`config.mk`:
```
export PLATFORM = sky130hd
export DESIGN_NAME = holly_dm_responder
export DESIGN_NICKNAME = d
export VERILOG_FILES = /design/src/rtl/holly_pkg.sv /design/src/rtl/holly_addr_decode.sv /design/src/rtl/holly_dm_responder.sv
export SDC_FILE = /design/constraint.sdc
export NUM_CORES = 1
export LEC_CHECK = 0
export ABC_AREA = 0
export CORE_ASPECT_RATIO = 1.2
export CORE_MARGIN = 2
export CORE_UTILIZATION = 30
export DETAILED_ROUTE_END_ITERATION = 7
export RECOVER_POWER = 25
export SYNTH_ARGS = -nofsm -noshare
export SYNTH_HDL_FRONTEND = slang
export SYNTH_SLANG_ARGS = --single-unit
```
`constraint.sdc`:
```
create_clock -name clk -period 7.32 [get_ports clk]
set_input_delay 1.464 -clock clk [delete_from_list [all_inputs] [get_ports clk]]
set_output_delay 1.464 -clock clk [all_outputs]
set_load 0.05 [all_outputs]
```
`src/rtl/holly_pkg.sv`:
```
// ---------------------------------------------------------------------------
// holly_pkg
// Shared definitions for the Holly data-memory responder and the address
// decoder: region bounds in the 29-bit physical space, FSM state and region
// enumerations, the error fill word and a range helper.
// ---------------------------------------------------------------------------
package holly_pkg;

  // Inclusive region bounds, 29-bit physical addresses.
  localparam logic [28:0] PVR_BASE    = 29'h005F_7C00;
  localparam logic [28:0] PVR_LIMIT   = 29'h005F_7CFF;
  localparam logic [28:0] VRAM_BASE   = 29'h0400_0000;
  localparam logic [28:0] VRAM_LIMIT  = 29'h047F_FFFF;
  localparam logic [28:0] SDRAM_BASE  = 29'h0C00_0000;
  localparam logic [28:0] SDRAM_LIMIT = 29'h0CFF_FFFF;

  // Read data returned when a memory access times out.
  localparam logic [63:0] ERR_FILL = 64'hFFFF_FFFF_FFFF_FFFF;

  typedef enum logic [2:0] {
    ST_IDLE     = 3'd0,
    ST_PVR_STB  = 3'd1,
    ST_PVR_DATA = 3'd2,
    ST_MEM_REQ  = 3'd3,
    ST_MEM_WAIT = 3'd4,
    ST_RESP     = 3'd5
  } state_e;

  typedef enum logic [1:0] {
    REG_PVR      = 2'd0,
    REG_VRAM     = 2'd1,
    REG_SDRAM    = 2'd2,
    REG_UNMAPPED = 2'd3
  } region_e;

  function automatic logic in_region(input logic [28:0] addr,
                                     input logic [28:0] lo,
                                     input logic [28:0] hi);
    return (addr >= lo) && (addr <= hi);
  endfunction

endpackage

```
`src/rtl/holly_addr_decode.sv`:
```
// ---------------------------------------------------------------------------
// holly_addr_decode
// Purely combinational decode of a 29-bit physical address into a target
// region and a 24-bit byte offset inside that target.
//   addr   in  29 : physical address
//   region out    : REG_PVR / REG_VRAM / REG_SDRAM / REG_UNMAPPED
//   offset out 24 : byte offset (VRAM uses bits [22:0], SDRAM bits [23:0])
// ---------------------------------------------------------------------------
module holly_addr_decode
  import holly_pkg::*;
(
  input  logic [28:0] addr,
  output region_e     region,
  output logic [23:0] offset
);

  always_comb begin
    // NOTE: every output gets a default first so no path leaves it unassigned
    // and no latch is inferred.
    region = REG_UNMAPPED;
    offset = '0;
    if (in_region(addr, PVR_BASE, PVR_LIMIT)) begin
      region = REG_PVR;
      offset = addr[23:0];
    end else if (in_region(addr, VRAM_BASE, VRAM_LIMIT)) begin
      region = REG_VRAM;
      offset = {1'b0, addr[22:0]};
    end else if (in_region(addr, SDRAM_BASE, SDRAM_LIMIT)) begin
      region = REG_SDRAM;
      offset = addr[23:0];
    end
  end

endmodule

```
`src/rtl/holly_dm_responder.sv`:
```
// ---------------------------------------------------------------------------
// holly_dm_responder
// Target-side responder for the SH4 data-memory request interface. Accepts
// one request at a time, decodes it and forwards it to the PVR register
// port, the 64-bit memory port (VRAM/SDRAM) or an unmapped sink, then
// returns a one-cycle dm_resp_valid with read data.
//   clk, rst                     : clock, async active-high reset
//   dm_req_*                     : request from the core (held until response)
//   dm_resp_rdata/valid          : completion pulse and held read data
//   pvr_reg_cs/rd/wr/addr/din    : PVR register strobes (one cycle)
//   pvr_dout                     : PVR read data, valid the cycle after pvr_rd
//   mem_*                        : valid/ready memory request + read return
//   err_clr, err_unmapped/timeout, err_addr : sticky error reporting
// Every output comes from a register or from decoded registered state.
// ---------------------------------------------------------------------------
module holly_dm_responder
  import holly_pkg::*;
#(
  parameter int TIMEOUT = 255
) (
  input  logic        clk,
  input  logic        rst,
  input  logic [31:0] dm_req_addr,
  input  logic [63:0] dm_req_wdata,
  input  logic [7:0]  dm_req_wmask,
  input  logic        dm_req_wen,
  input  logic        dm_req_valid,
  output logic [63:0] dm_resp_rdata,
  output logic        dm_resp_valid,
  output logic        pvr_reg_cs,
  output logic        pvr_rd,
  output logic        pvr_wr,
  output logic [15:0] pvr_addr,
  output logic [31:0] pvr_din,
  input  logic [31:0] pvr_dout,
  output logic [23:0] mem_addr,
  output logic        mem_sel,
  output logic [63:0] mem_wdata,
  output logic [7:0]  mem_wmask,
  output logic        mem_wen,
  output logic        mem_valid,
  input  logic        mem_ready,
  input  logic [63:0] mem_rdata,
  input  logic        mem_rvalid,
  input  logic        err_clr,
  output logic        err_unmapped,
  output logic        err_timeout,
  output logic [28:0] err_addr
);

  localparam logic [7:0] TIMEOUT_CNT = 8'(TIMEOUT);

  state_e      state;
  logic [28:0] addr_q;
  logic [63:0] wdata_q;
  logic [7:0]  wmask_q;
  logic        wen_q;
  logic        mem_sel_q;
  logic [23:0] offset_q;
  logic [7:0]  tmo_cnt;
  logic [63:0] rdata_q;

  region_e     dec_region;
  logic [23:0] dec_offset;
  logic        unmapped_hit;
  logic        timeout_hit;

  // Only the low 29 bits form the physical address.
  logic        unused_addr_hi;
  assign unused_addr_hi = ^dm_req_addr[31:29];

  holly_addr_decode u_decode (
    .addr   (dm_req_addr[28:0]),
    .region (dec_region),
    .offset (dec_offset)
  );

  // A handshake completing in the same cycle the counter expires wins over
  // the timeout: the memory has already taken the request.
  always_comb begin
    unmapped_hit = (state == ST_IDLE) && dm_req_valid && (dec_region == REG_UNMAPPED);
    timeout_hit  = (tmo_cnt == TIMEOUT_CNT) &&
                   (((state == ST_MEM_REQ)  && !mem_ready) ||
                    ((state == ST_MEM_WAIT) && !mem_rvalid));
  end

  // NOTE: the request payload registers are reset too, because they drive
  // outputs directly and every output must read 0 out of reset.
  always_ff @(posedge clk or posedge rst) begin
    if (rst) begin
      state     <= ST_IDLE;
      addr_q    <= '0;
      wdata_q   <= '0;
      wmask_q   <= '0;
      wen_q     <= 1'b0;
      mem_sel_q <= 1'b0;
      offset_q  <= '0;
      tmo_cnt   <= '0;
      rdata_q   <= '0;
    end else begin
      // NOTE: sequential state uses non-blocking assignments so every
      // register samples pre-edge values regardless of statement order.
      case (state)
        ST_IDLE: begin
          if (dm_req_valid) begin
            addr_q    <= dm_req_addr[28:0];
            wdata_q   <= dm_req_wdata;
            wmask_q   <= dm_req_wmask;
            wen_q     <= dm_req_wen;
            mem_sel_q <= (dec_region == REG_SDRAM);
            offset_q  <= dec_offset;
            tmo_cnt   <= '0;
            case (dec_region)
              REG_PVR:             state <= ST_PVR_STB;
              REG_VRAM, REG_SDRAM: state <= ST_MEM_REQ;
              default: begin
                rdata_q <= '0;
                state   <= ST_RESP;
              end
            endcase
          end
        end
        ST_PVR_STB: state <= ST_PVR_DATA;
        ST_PVR_DATA: begin
          if (!wen_q) rdata_q <= {pvr_dout, pvr_dout};
          state <= ST_RESP;
        end
        ST_MEM_REQ: begin
          tmo_cnt <= tmo_cnt + 8'd1;
          if (mem_ready) begin
            state <= wen_q ? ST_RESP : ST_MEM_WAIT;
          end else if (timeout_hit) begin
            rdata_q <= ERR_FILL;
            state   <= ST_RESP;
          end
        end
        ST_MEM_WAIT: begin
          tmo_cnt <= tmo_cnt + 8'd1;
          if (mem_rvalid) begin
            rdata_q <= mem_rdata;
            state   <= ST_RESP;
          end else if (timeout_hit) begin
            rdata_q <= ERR_FILL;
            state   <= ST_RESP;
          end
        end
        // The held request is deliberately not looked at here.
        ST_RESP: state <= ST_IDLE;
        default: state <= ST_IDLE;
      endcase
    end
  end

  // Sticky error flags: a new error in the same cycle as err_clr wins.
  always_ff @(posedge clk or posedge rst) begin
    if (rst) begin
      err_unmapped <= 1'b0;
      err_timeout  <= 1'b0;
      err_addr     <= '0;
    end else begin
      err_unmapped <= unmapped_hit | (err_unmapped & ~err_clr);
      err_timeout  <= timeout_hit  | (err_timeout  & ~err_clr);
      if (unmapped_hit)     err_addr <= dm_req_addr[28:0];
      else if (timeout_hit) err_addr <= addr_q;
    end
  end

  assign dm_resp_valid = (state == ST_RESP);
  assign dm_resp_rdata = rdata_q;

  assign pvr_reg_cs = (state == ST_PVR_STB);
  assign pvr_rd     = pvr_reg_cs & ~wen_q;
  assign pvr_wr     = pvr_reg_cs &  wen_q;
  assign pvr_addr   = addr_q[15:0];
  assign pvr_din    = addr_q[2] ? wdata_q[63:32] : wdata_q[31:0];

  assign mem_valid = (state == ST_MEM_REQ);
  assign mem_addr  = offset_q;
  assign mem_sel   = mem_sel_q;
  assign mem_wdata = wdata_q;
  assign mem_wmask = wmask_q;
  assign mem_wen   = wen_q;

endmodule

```
==> qor.txt <==
status: complete, but fails checks
violated checks: capacitance limit, slew limit
post-CTS setup buffer count: 0
Tmin final: 4810 ps
worst reg2reg startpoint: state[0]
Synth Area per Inst: 9.14 µm²
Resized cells post-CTS: 0
drt pass-1 iters: 4
Site Rows: 76
crit path DAT: 5290 ps
nets@finish: 1797
CP max FO: 37
Mapped Area: 11000 µm²
pwr/cell area: 535 nW/µm²
Reg2Reg Depth: 4
die height: 214 µm
hold path depth: 2
Hold Crit Class: reg2reg
H-tree depth: 1
Max Fclk: 208 MHz
post-synthesis cell type count: 46
fillers: 3474
clk_lat worst skew: 560 ps
total track usage: 19.8%
Final ANT Viol Nets: 0
fraction of layout cells with a size suffix above 1: 6.42%
final wirelength: 39300 µm
R2R Path End: err_addr[21]
most frequent cells in the layout: nand2_1 (465), clkdlybuf4s50_1 (447), dfrtp_1 (232)
Setup violations, final: 0
slowest CP cell: a31oi_4
clock skew: 23.3 ps
drt wl/cell: 19.0 µm
Required @ worst endpoint: 7800 ps
residual DRC count: 0
Crit Path Class: in2reg
Post-Syn Instances: 1202
dpl ws: 1990 ps
core footprint: 36000 µm²
Critical Path, Cell by Cell: clkdlybuf4s50_1, nor3_1, and4_1, and3_1, a31oi_1, ha_1, a21oi_1, nor3_1, a31oi_4, buf_4, a22o_1
Mapped Nets: 1413
Slew HR: -16.0%
Max clock buf depth: 3
Peak VDD IR: 0.328 mV
Final period util: 65.7%
Leakage: 0.00759 µW
FF-to-FF setup slack: 3420 ps
hold endpoint: mem_wmask[5]
max-cap violation count: 1
endpoint class of the critical path: register
Clock Sinks: 233
Die Area: 38200 µm²
Worst path max stage delay: 980 ps
Root Driver: clkbuf_16
number of port buffers: 449
Hold Vio Cnt, Final: 0
sequential element share of the synthesized area: 53.1%
vias per cell: 4.94
I/O Pins: 453
routability cong.: 0.806
FF+latch area: 5830 µm²
CTS Buf Count: 27
dpl hpwl: 26600 µm
drt initial violations: 506
CTS clk-pin slew, worst paths: 60 ps
vias in the first global route: 10343
setup slack after layout: 2510 ps
synthesis-to-finish area growth: 50.9%
CP startpoint kind: input pin
initial antenna violation count: 0
Slew Limit Fails: 29
most common cell after layout, fill and taps aside: nand2_1
area leader, netlist: dfrtp_1
routed vias: 10238
grt ovf: 0
Fin Setup TNS: 0 ps
Die Wd: 179 µm
most used cell, CP: nor3_1
hold buffers post-CTS: 0
FF+latch count, synth: 233
Yosys warning count: 0
Initial Util: 30.5%
RSZ-0062 raised after global routing: false
Synth top area share: 53.1%
hold path start: mem_wmask[5]
Area contributors post-synth: dfrtp_1 (53%), nand2_1 (16%), o21ai_0 (5.6%)
CTS tree: built
multi-input logic area: 4620 µm²
Worst Max-Slew Pin Slew: 1740 ps
ant diodes: 0
largest net degree at the start of global routing: 151
first-pass GRT wire length: 59300 µm
synthesized netlist by cell type (all sizes together):
master / count
or2: 1
o21ai: 123
buf: 64
ha: 4
nor4b: 2
and3b: 1
a21boi: 1
o311ai: 1
and3: 6
o31ai: 1
inv: 7
a31oi: 4
nand3: 5
and4: 3
nor3: 5
a21oi: 7
o311a: 1
nand2: 466
mux2i: 34
and2: 4
o2111ai: 1
clkbuf: 44
a21o: 1
nand4: 64
o211a: 1
nor2: 3
xor2: 1
nor4bb: 2
dfrtp: 233
a22o: 65
o21bai: 1
nor3b: 3
a211oi: 1
and4bb: 1
mux2: 32
nor2b: 3
nand2b: 4
nor4: 1
o21a: 1
routing by layer:
layer / track usage (%) / share of wire, % / vias to the layer above / wire (µm)
met5: 0 / 0 / - / 0
met4: 6.11 / 2.6 / 0 / 1020
met3: 6.83 / 10 / 54 / 4030
met2: 33.6 / 48 / 421 / 18800
met1: 23.7 / 39 / 4914 / 15500
li1: - / - / 4849 / -
sequential cells by signal (all words and copies together) (netlist names):
register,cells
addr_q,29
dm_resp_rdata,64
err_addr,29
err_timeout,1
err_unmapped,1
mem_addr,24
mem_sel,1
mem_wdata,64
mem_wen,1
mem_wmask,8
state,3
tmo_cnt,8
how the worst max path moves through the flow:
stage,start,end,slack [ps],cells after the start
global placement,dm_req_addr[24],dm_resp_rdata[25],2000,11
floorplan,rst,addr_q[0],2810,1
CTS,dm_req_addr[24],dm_resp_rdata[15],2560,11
finish,dm_req_addr[24],dm_resp_rdata[60],2510,11
detailed placement,dm_req_addr[24],dm_resp_rdata[23],1990,11
global route,dm_req_addr[24],dm_resp_rdata[23],2210,11
cell families after synthesis:
group,share of synthesized area [%]
muxes,6.38
adders and majority gates,0.455
xor gates and xnor gates,0.0797
AOI/OAI and AO/OA,12.3
and+or+nand+nor,22.5
buffers and inverters,5.25
DFF,53.1
where the power goes:
part | total [µW] | switching (µW) | internal (µW)
registers | 2320 | 492 | 1830
logic | 5170 | 3490 | 1680
clock network | 1380 | 564 | 817
total | 8870 | 4550 | 4330
critical path: cells and delay by family:
family,cells,cell delay (ps)
buf+inv,2,940
simple gates,4,1160
compound gates,4,1420
fa+ha+maj,1,240
area by class of cell:
cell class,instances,share of cell area [%]
Sequential cell,233,35.2
Multi-Input combinational cell,854,27.9
Timing Repair Buffer,463,27.8
Clock buffer,35,4.68
Tap cell,468,3.53
Clock inverter,12,0.792
Inverter,7,0.166
stage by stage:
step / cells / util, % / area [µm²] / total power [µW] / hold slack [ps]
after floorplan: 1202 / - / 11000 / 5720 / 438
after global placement: 2025 / 43.5 / 15700 / 7520 / 457
after detailed placement: 2025 / 43.5 / 15700 / 7560 / 461
after CTS: 2072 / 46.1 / 16600 / 8990 / 476
after global routing: 2072 / 46.0 / 16600 / 9350 / 498
final: 2072 / 46.0 / 16600 / 8870 / 477
Power figures use the tool's default switching activity.
